**src/rtl/prog_sequencer.sv**
```systemverilog
`timescale 1ns/1ps
`default_nettype none
// ============================================================================
// prog_sequencer : loads data memory, starts the processor, waits for Ack,
//                  then streams a result window back out.   Rev 1.0
// ============================================================================
module prog_sequencer #(
    parameter int          AW        = 8,
    parameter int          LOAD_BASE = 0,
    parameter int          LOAD_LEN  = 64,
    parameter int          DUMP_BASE = 64,
    parameter int          DUMP_LEN  = 64,
    parameter logic [15:0] TIMEOUT   = 16'hFFFF
) (
    input  logic          Clk,
    input  logic          Reset,
    input  logic          go,
    input  logic          in_valid,
    input  logic [7:0]    in_data,
    output logic          in_ready,
    output logic          out_valid,
    output logic [7:0]    out_data,
    input  logic          out_ready,
    output logic          dut_start,
    input  logic          dut_ack,
    output logic          mem_sel,
    output logic          mem_we,
    output logic [AW-1:0] mem_addr,
    output logic [7:0]    mem_wdata,
    input  logic [7:0]    mem_rdata,
    output logic          busy,
    output logic          done,
    output logic          timeout_err,
    output logic [15:0]   run_cycles
);

    typedef enum logic [2:0] {
        S_IDLE  = 3'd0,
        S_LOAD  = 3'd1,
        S_START = 3'd2,
        S_RUN   = 3'd3,
        S_DUMP  = 3'd4,
        S_DONE  = 3'd5
    } state_t;

    localparam logic [15:0] LOAD_LAST = 16'((LOAD_LEN > 0) ? LOAD_LEN - 1 : 0);
    localparam logic [15:0] DUMP_LAST = 16'((DUMP_LEN > 0) ? DUMP_LEN - 1 : 0);

    state_t      state, state_next;
    logic [15:0] cnt, cnt_next;
    logic [15:0] run_next;
    logic        terr_next;
    logic        first_run, first_next;
    logic [15:0] run_sat;

    assign run_sat = (run_cycles == 16'hFFFF) ? run_cycles : run_cycles + 16'd1;
    assign busy    = (state != S_IDLE);

    always_ff @(posedge Clk) begin
        if (Reset) begin
            state       <= S_IDLE;
            cnt         <= '0;
            run_cycles  <= '0;
            timeout_err <= 1'b0;
            first_run   <= 1'b0;
        end else begin
            state       <= state_next;
            cnt         <= cnt_next;
            run_cycles  <= run_next;
            timeout_err <= terr_next;
            first_run   <= first_next;
        end
    end

    always_comb begin
        state_next = state;
        cnt_next   = cnt;
        run_next   = run_cycles;
        terr_next  = timeout_err;
        first_next = first_run;
        in_ready   = 1'b0;
        out_valid  = 1'b0;
        out_data   = '0;
        dut_start  = 1'b0;
        mem_sel    = 1'b0;
        mem_we     = 1'b0;
        mem_addr   = '0;
        mem_wdata  = '0;
        done       = 1'b0;

        case (state)
            S_IDLE: begin
                if (go) begin
                    cnt_next   = '0;
                    run_next   = '0;
                    terr_next  = 1'b0;
                    state_next = (LOAD_LEN == 0) ? S_START : S_LOAD;
                end
            end
            S_LOAD: begin
                mem_sel   = 1'b1;
                in_ready  = 1'b1;
                mem_addr  = AW'(LOAD_BASE) + AW'(cnt);
                mem_wdata = in_data;
                mem_we    = in_valid;
                if (in_valid) begin
                    cnt_next = cnt + 16'd1;
                    if (cnt == LOAD_LAST)
                        state_next = S_START;
                end
            end
            S_START: begin
                dut_start  = 1'b1;
                first_next = 1'b1;
                state_next = S_RUN;
            end
            S_RUN: begin
                run_next   = run_sat;
                first_next = 1'b0;
                // Ack seen in the first RUN cycle may be left over from the previous program.
                if (dut_ack && !first_run) begin
                    cnt_next   = '0;
                    state_next = (DUMP_LEN == 0) ? S_DONE : S_DUMP;
                end else if (run_sat >= TIMEOUT) begin
                    terr_next  = 1'b1;
                    state_next = S_DONE;
                end
            end
            S_DUMP: begin
                mem_sel   = 1'b1;
                mem_addr  = AW'(DUMP_BASE) + AW'(cnt);
                out_valid = 1'b1;
                out_data  = mem_rdata;
                if (out_ready) begin
                    cnt_next = cnt + 16'd1;
                    if (cnt == DUMP_LAST)
                        state_next = S_DONE;
                end
            end
            S_DONE: begin
                done       = 1'b1;
                state_next = S_IDLE;
            end
            default: state_next = S_IDLE;
        endcase

        // Strobes are suppressed while Reset is held so an aborted sequence has no side effects.
        if (Reset) begin
            in_ready  = 1'b0;
            out_valid = 1'b0;
            dut_start = 1'b0;
            mem_sel   = 1'b0;
            mem_we    = 1'b0;
            done      = 1'b0;
        end
    end

endmodule
`default_nettype wire

```
**config.mk**
```make
export PLATFORM = sky130hd
export DESIGN_NAME = prog_sequencer
export DESIGN_NICKNAME = d
export VERILOG_FILES = /design/src/rtl/prog_sequencer.sv
export SDC_FILE = /design/constraint.sdc
export NUM_CORES = 1
export LEC_CHECK = 0
export CORE_MARGIN = 2
export CORE_UTILIZATION = 55
export CTS_CLUSTER_DIAMETER = 120
export CTS_CLUSTER_SIZE = 25
export DETAILED_ROUTE_END_ITERATION = 6
export DONT_BUFFER_PORTS = 1
export PLACE_DENSITY = 0.75
export SYNTH_ARGS = -nofsm -noshare
export SYNTH_HDL_FRONTEND = slang
export SYNTH_SLANG_ARGS = --single-unit
```
**constraint.sdc**
```tcl
create_clock -name Clk -period 2.6 [get_ports Clk]
set_input_delay 0.52 -clock Clk [delete_from_list [all_inputs] [get_ports Clk]]
set_output_delay 0.52 -clock Clk [all_outputs]
set_load 0.1 [all_outputs]
```
==> out/qor.yml, run 1 <==
pwr:
  vdd_drop_max_uv: 540
  power_uw: 1740
  p_leak_uw: 0.00118
  power.density_nw_per_um2: 535
layout:
  final_nets: 388
  antenna_cells: 0
  n_fill_cell: 313
  multi_input_area_um2: 1660
  area_growth_pct: 30.3
  post_route_cells_drive_above_1_share: 0.259
  register_area_um2: 747
floorplanning:
  start_util: 0.572
  die_y_um: 71.3
  row_count: 24
  core_area_um2: 4350
  die_area_um2: 5080
  pin_count: 70
  fp.dieW_um: 71.3
yosys:
  async_reset_ff_frac: 0
  synth_top_area_share: 0.297
  synth_cells: 318
  yosysSeqAreaShare: 0.297
  mappedNetlistArea_um2: 2490
  postSynthAreaPerCell_um2: 7.83
  netlist_top_cells_count: "dfxtp_1, a21oi_1, nor2_1"
  yosysMostFrequentCell: "dfxtp_1"
  synth_cell_types: 63
  synth_edf_count: 0
  syn-num-nets: 344
  yosysWarnings: 0
  synth_top_area_cell: "dfxtp_1"
  synthFlopType: "dfxtp_1"
  synth-seq-cells: 37
  synth_area_leaders: "dfxtp_1, a21oi_1, and2_1"
drt:
  vias: 2689
  post_drt_via_cell_ratio: 6.48
  first_pass_iters: 7
  drc: 0
  wl_per_cell_um: 16.3
  routed_wl_um: 6770
  drtIter0Drc: 241
  antenna_left: 0
worst_setup_path:
  crit_arrival_ps: 1950
  path_class: "register to primary output"
  crit_start: "state[1]$_SDFFE_PP0P_"
  end_kind: "primary output"
  r2r_start: "run_cycles[0]$_SDFFE_PP0P_"
  worstPathMaxFanout: 12
  required_ps: 2080
  cp-start-kind: "register"
clock_tree:
  clkSinkCount: 37
  htree_levels: 2
  cts.clk_slew.worst_paths_ps: 80
  clock_latency_ps: 290
  tritoncts: "yes"
  numCtsBuffers: 5
  cts_setup_buffers: 0
  clk_path_buf_depth: 2
  cts-root-buf: "clkbuf_8"
placed_design:
  portBuffers: 0
  dp_slack_ps: 332
  place_congestion: 0.963
  dp_hpwl_um: 5020
timing:
  max_freq_mhz: 404
  maxSlewHeadroom: 0.628
  rsz0062_at_grt: "false"
  finalSetupViolCount: 0
  skew_ps: 4.47
  final.setup.tns_ps: 0
  fin_crit_ps: 2470
  hold_viol: 0
  setup_ws_ps: 127
  slew_viol_final: 0
  worst_pin_slew_ps: 557
  fin_crit_sh: 0.951
grt:
  track_usage: 0.264
  grt_pass1_wl_um: 11000
  grt_max_degree: 25
  antenna_found_initial: 0
  grt_overflow: 0
  grt_pass1_vias: 2341
worst_hold_path:
  worstHoldStart: "Reset"
  worst_hold_path_type: "input port to register"
status:
  status: "completed"
job:
  maxCapViolations: 0
## final cells by class
type                       instances  area share
timing repair buffer              55       0.200
inverter                          10      0.0116
tap                               52      0.0200
clock inverter                     3     0.00540
clock buffer                       5      0.0212
multi-input combinational        253       0.511
sequential                        37       0.230
## worst paths after layout
kind | depth (start not counted) | endpoint | slack (ps)
setup / recovery | 4 | mem_addr[5] | 130
hold / removal | 1 | run_cycles[0]$_SDFFE_PP0P_ | 280
setup reg to reg | 6 | run_cycles[3]$_SDFFE_PP0P_ | 250
hold reg to reg | 2 | cnt[15]$_SDFFE_PP0P_ | 500
## registers in the layout, indices dropped and copies added (netlist names)
register     cells
first_run        1
state            3
timeout_err      1
cnt             16
run_cycles      16
## critical path: stages (launching register included)
cell	delay (ps)
dfxtp_1	440
or3b_2	600
nand2_1	210
and2_1	220
buf_12	190
## timing repair
| item | 4_1_cts | 5_1_grt |
|---|---|---|
| setup endpoints to repair | 0 | 5 |
| hold endpoints to repair | 0 | 0 |
| gates resized for setup | 0 | 1 |
| hold buffers | 0 | 0 |
## cell usage in the layout (no fill, tap or decap), types with 3 or more instances in the layout
master,n
o21ai_2,4
mux2i_1,3
nor3_1,6
dfxtp_1,32
o31ai_1,4
nand2b_1,3
o21ai_0,19
clkbuf_8,5
a311oi_1,7
and2_1,19
nor2_1,22
nor4_1,3
nand2_1,23
nand3_1,7
nand4_1,7
buf_12,19
and3_1,14
a21oi_1,24
o2111ai_1,5
a211oi_1,5
a31oi_1,6
xor2_1,5
or3b_2,3
a22oi_1,3
buf_4,36
inv_1,10
or3_1,10
ha_1,4
dfxtp_2,5
or4_1,3
## power breakdown
group,switching [uW],internal (uW),total [uW]
clock,221,185,406
sequential,32.9,585,618
combinational,482,231,714
## kinds of logic after synthesis
family	count (synthesis)	share of synthesized area
compound gates	99	0.267
xor+xnor	7	0.0246
fa+ha+maj	4	0.0201
buf+inv	28	0.0552
flops	37	0.297
mux	4	0.0211
simple gates	139	0.314
## routing by layer
metal  vias to the layer above  global-route usage  part of all wire
met5                         -                   0                 0
met4                         0              0.0901             0.016
met3                        15              0.0619              0.10
met2                       156               0.413              0.47
met1                      1232               0.360              0.41
li1                       1286                   -                 -
## stage by stage
step | cell area (um2) | std cells | hold slack (ps) | util
2_1_floorplan | 2530 | 318 | 452 | -
3_3_place_gp | 3160 | 407 | 466 | 0.725
3_5_place_dp | 3160 | 407 | 470 | 0.725
4_1_cts | 3240 | 415 | 277 | 0.745
5_1_grt | 3250 | 415 | 276 | 0.745
6_report | 3250 | 415 | 285 | 0.745
(Power assumes the default switching activity.)
==> run 2, diff against run 1 <==
--- a/config.mk
+++ b/config.mk
@@ -12,6 +12,7 @@
 export DETAILED_ROUTE_END_ITERATION = 6
 export DONT_BUFFER_PORTS = 1
 export PLACE_DENSITY = 0.75
+export REMOVE_ABC_BUFFERS = 1
 export SYNTH_ARGS = -nofsm -noshare
 export SYNTH_HDL_FRONTEND = slang
 export SYNTH_SLANG_ARGS = --single-unit
==> out/qor.yml, run 2 (synthesis results as in run 1) <==
worst_hold_path:
  min_to: "run_cycles[13]$_SDFFE_PP0P_"
  hold_depth: 1  # unchanged
  worstHoldStart: "Reset"
  worst_hold_path_type: "input port to register"
clock_tree:
  numCtsBuffers: 5  # unchanged
  clk_path_buf_depth: 2  # unchanged
  postCtsResizedCells: 0  # unchanged
  htree_levels: 2  # unchanged
  cts_hold_buf: 0  # unchanged
  clock_latency_ps: 290  # about the same
  cts-root-buf: "clkbuf_8"
  tritoncts: "yes"
  cts.clk_slew.worst_paths_ps: 80  # about the same
  clkSinkCount: 37  # unchanged
pwr:
  power.density_nw_per_um2: 544  # +1.7%
  vdd_drop_max_uv: 513  # -5.1%
  p_leak_uw: 0.00121  # +2.1%
placed_design:
  dp_hpwl_um: 5020  # about the same
  postPlaceCellArea_um2: 3160  # about the same
  portBuffers: 0  # unchanged
  place_congestion: 0.933  # -3.1%
  dp.cells: 408  # +0.25%
timing:
  final.setup.tns_ps: 0  # unchanged
  fin_crit_sh: 0.956  # +0.00489
  finalSetupViolCount: 0  # unchanged
  maxSlewHeadroom: 0.582  # -0.0468
  max_freq_mhz: 402  # -0.51%
  slew_viol_final: 0  # unchanged
  rsz0062_at_grt: "false"
  fin_crit_ps: 2490  # +12.7 ps
  skew_ps: 4.26  # -0.210 ps
  hold_viol: 0  # unchanged
  worst_pin_slew_ps: 627  # +70.2 ps
  hold_slack_ps: 288  # +3.55 ps
drt:
  vias: 2783  # +3.5%
  first_pass_iters: 6  # -1
  post_drt_via_cell_ratio: 6.66  # +2.8%
  wl_per_cell_um: 16.4  # +0.37%
  antenna_left: 0  # unchanged
  routed_wl_um: 6850  # +1.1%
  drtIter0Drc: 339  # +41%
  drc: 0  # unchanged
grt:
  grt_overflow: 0  # unchanged
  grt_pass1_wl_um: 11500  # +4.2%
  grt_max_degree: 25  # unchanged
  met3_usage: 0.0619  # unchanged
  antenna_found_initial: 0  # unchanged
  gr-usage-met2: 0.458  # +0.0453
  grt_pass1_vias: 2501  # +6.8%
  track_usage: 0.276  # +0.0119
  grt_busiest_layer: "met2"
  grtUsageMet1: 0.355  # -0.00513
layout:
  antenna_cells: 0  # unchanged
  n_fill_cell: 298  # -4.8%
  post_route_cells_drive_above_1_share: 0.251  # -0.00759
  final_common_cell: "buf_4"
  final_area_um2: 3280  # +0.93%
  stdcell_count: 418  # +0.72%
  area_growth_pct: 31.5
  final_nets: 391  # +0.77%
  final_cell_mix: "buf_4, dfxtp_1, a21oi_1, nand2_1, nor2_1"
  largestRegisters: "cnt: 16 flops, run_cycles: 16 flops, state: 3 flops"
worst_setup_path:
  cp.buffers_inverters: 1  # unchanged
  path_class: "register to primary output"
  cp_top_family: "simple AND/OR/NAND/NOR gates"
  crit_slowest_cell: "or3b_2"
  critPathMaxStageDelay_ps: 600  # about the same
  required_ps: 2080  # about the same
  cp_cell_sequence: "or3b_2 > nand2_1 > and2_1 > buf_12"
  worst-r2r-cell-count: 6  # unchanged
  crit_arrival_ps: 1970  # +20 ps
  worstPathMaxFanout: 7  # -5
  cp-start-kind: "register"
  crit_start: "state[1]$_SDFFE_PP0P_"
  r2r_start: "run_cycles[0]$_SDFFE_PP0P_"
  rrSetupSlack_ps: 190  # -60 ps
  timing.rr.end: "run_cycles[6]$_SDFFE_PP0P_"
  end_kind: "primary output"
floorplanning:
  pin_count: 70  # unchanged
  row_count: 24  # unchanged
  start_util: 0.572  # unchanged
  die_y_um: 71.3  # unchanged
  core_area_um2: 4350  # unchanged
  die_area_um2: 5080  # unchanged
  fp.dieW_um: 71.3  # unchanged
job:
  maxCapViolations: 0  # unchanged
status:
  status: "completed"
## run 2: changes by cell type in the layout (fill, tap and decap cells not counted), sizes merged
cell,delta
clkbuf,+3
clkinvlp,-1
buf,+2
clkinv,-1
## run 2: metrics by stage
| stage | util | total power [uW] | worst slack (ps) |
|---|---|---|---|
| 6_report | 0.752 | 1780 | 115 |
| 2_1_floorplan | - | 1090 | -1500 |
| 3_5_place_dp | 0.726 | 1340 | 263 |
| 4_1_cts | 0.749 | 1780 | 121 |
| 3_3_place_gp | 0.726 | 1330 | 383 |
| 5_1_grt | 0.752 | 1850 | 20.6 |
## run 2: how the worst max path moves through the flow
stage / to / slack (ps) / cells past startpoint
after floorplan: done / -1500 / 1
after CTS: mem_addr[4] / 120 / 4
after detailed placement: state[1]$_SDFFE_PP0P_ / 260 / 6
final: mem_addr[4] / 110 / 4
after global placement: timeout_err$_SDFFE_PP0P_ / 380 / 6
after global routing: timeout_err$_SDFFE_PP0P_ / 20 / 6
## run 2: timing repair
item / 4_1_cts / 5_1_grt
hold endpoints to repair: 0 / 0
endpoints found under the setup margin: 0 / 2
buffers inserted: 0 / 2
## run 2: final cells by class
class / instances / area, um2 / share of cell area
Clock buffer: 7 / 96.3 / 0.0294
Clock inverter: 1 / 5.00 / 0.00153
Inverter: 10 / 37.5 / 0.0115
Multi-Input combinational cell: 253 / 1650 / 0.505
Tap cell: 52 / 65.1 / 0.0199
Timing Repair Buffer: 58 / 678 / 0.207
Sequential cell: 37 / 741 / 0.226
## run 2: layer usage
| metal | vias to the layer above | share of wire |
|---|---|---|
| met3 | 15 | 0.10 |
| li1 | 1290 | - |
| met5 | - | 0 |
| met2 | 200 | 0.48 |
| met4 | 0 | 0.018 |
| met1 | 1278 | 0.40 |
## run 2: power by group
part           internal [uW]  switching, uW  total [uW]
Clock                    240            211         450
Combinational            230            498         728
Sequential               584           20.5         604
Total                   1050            729        1780
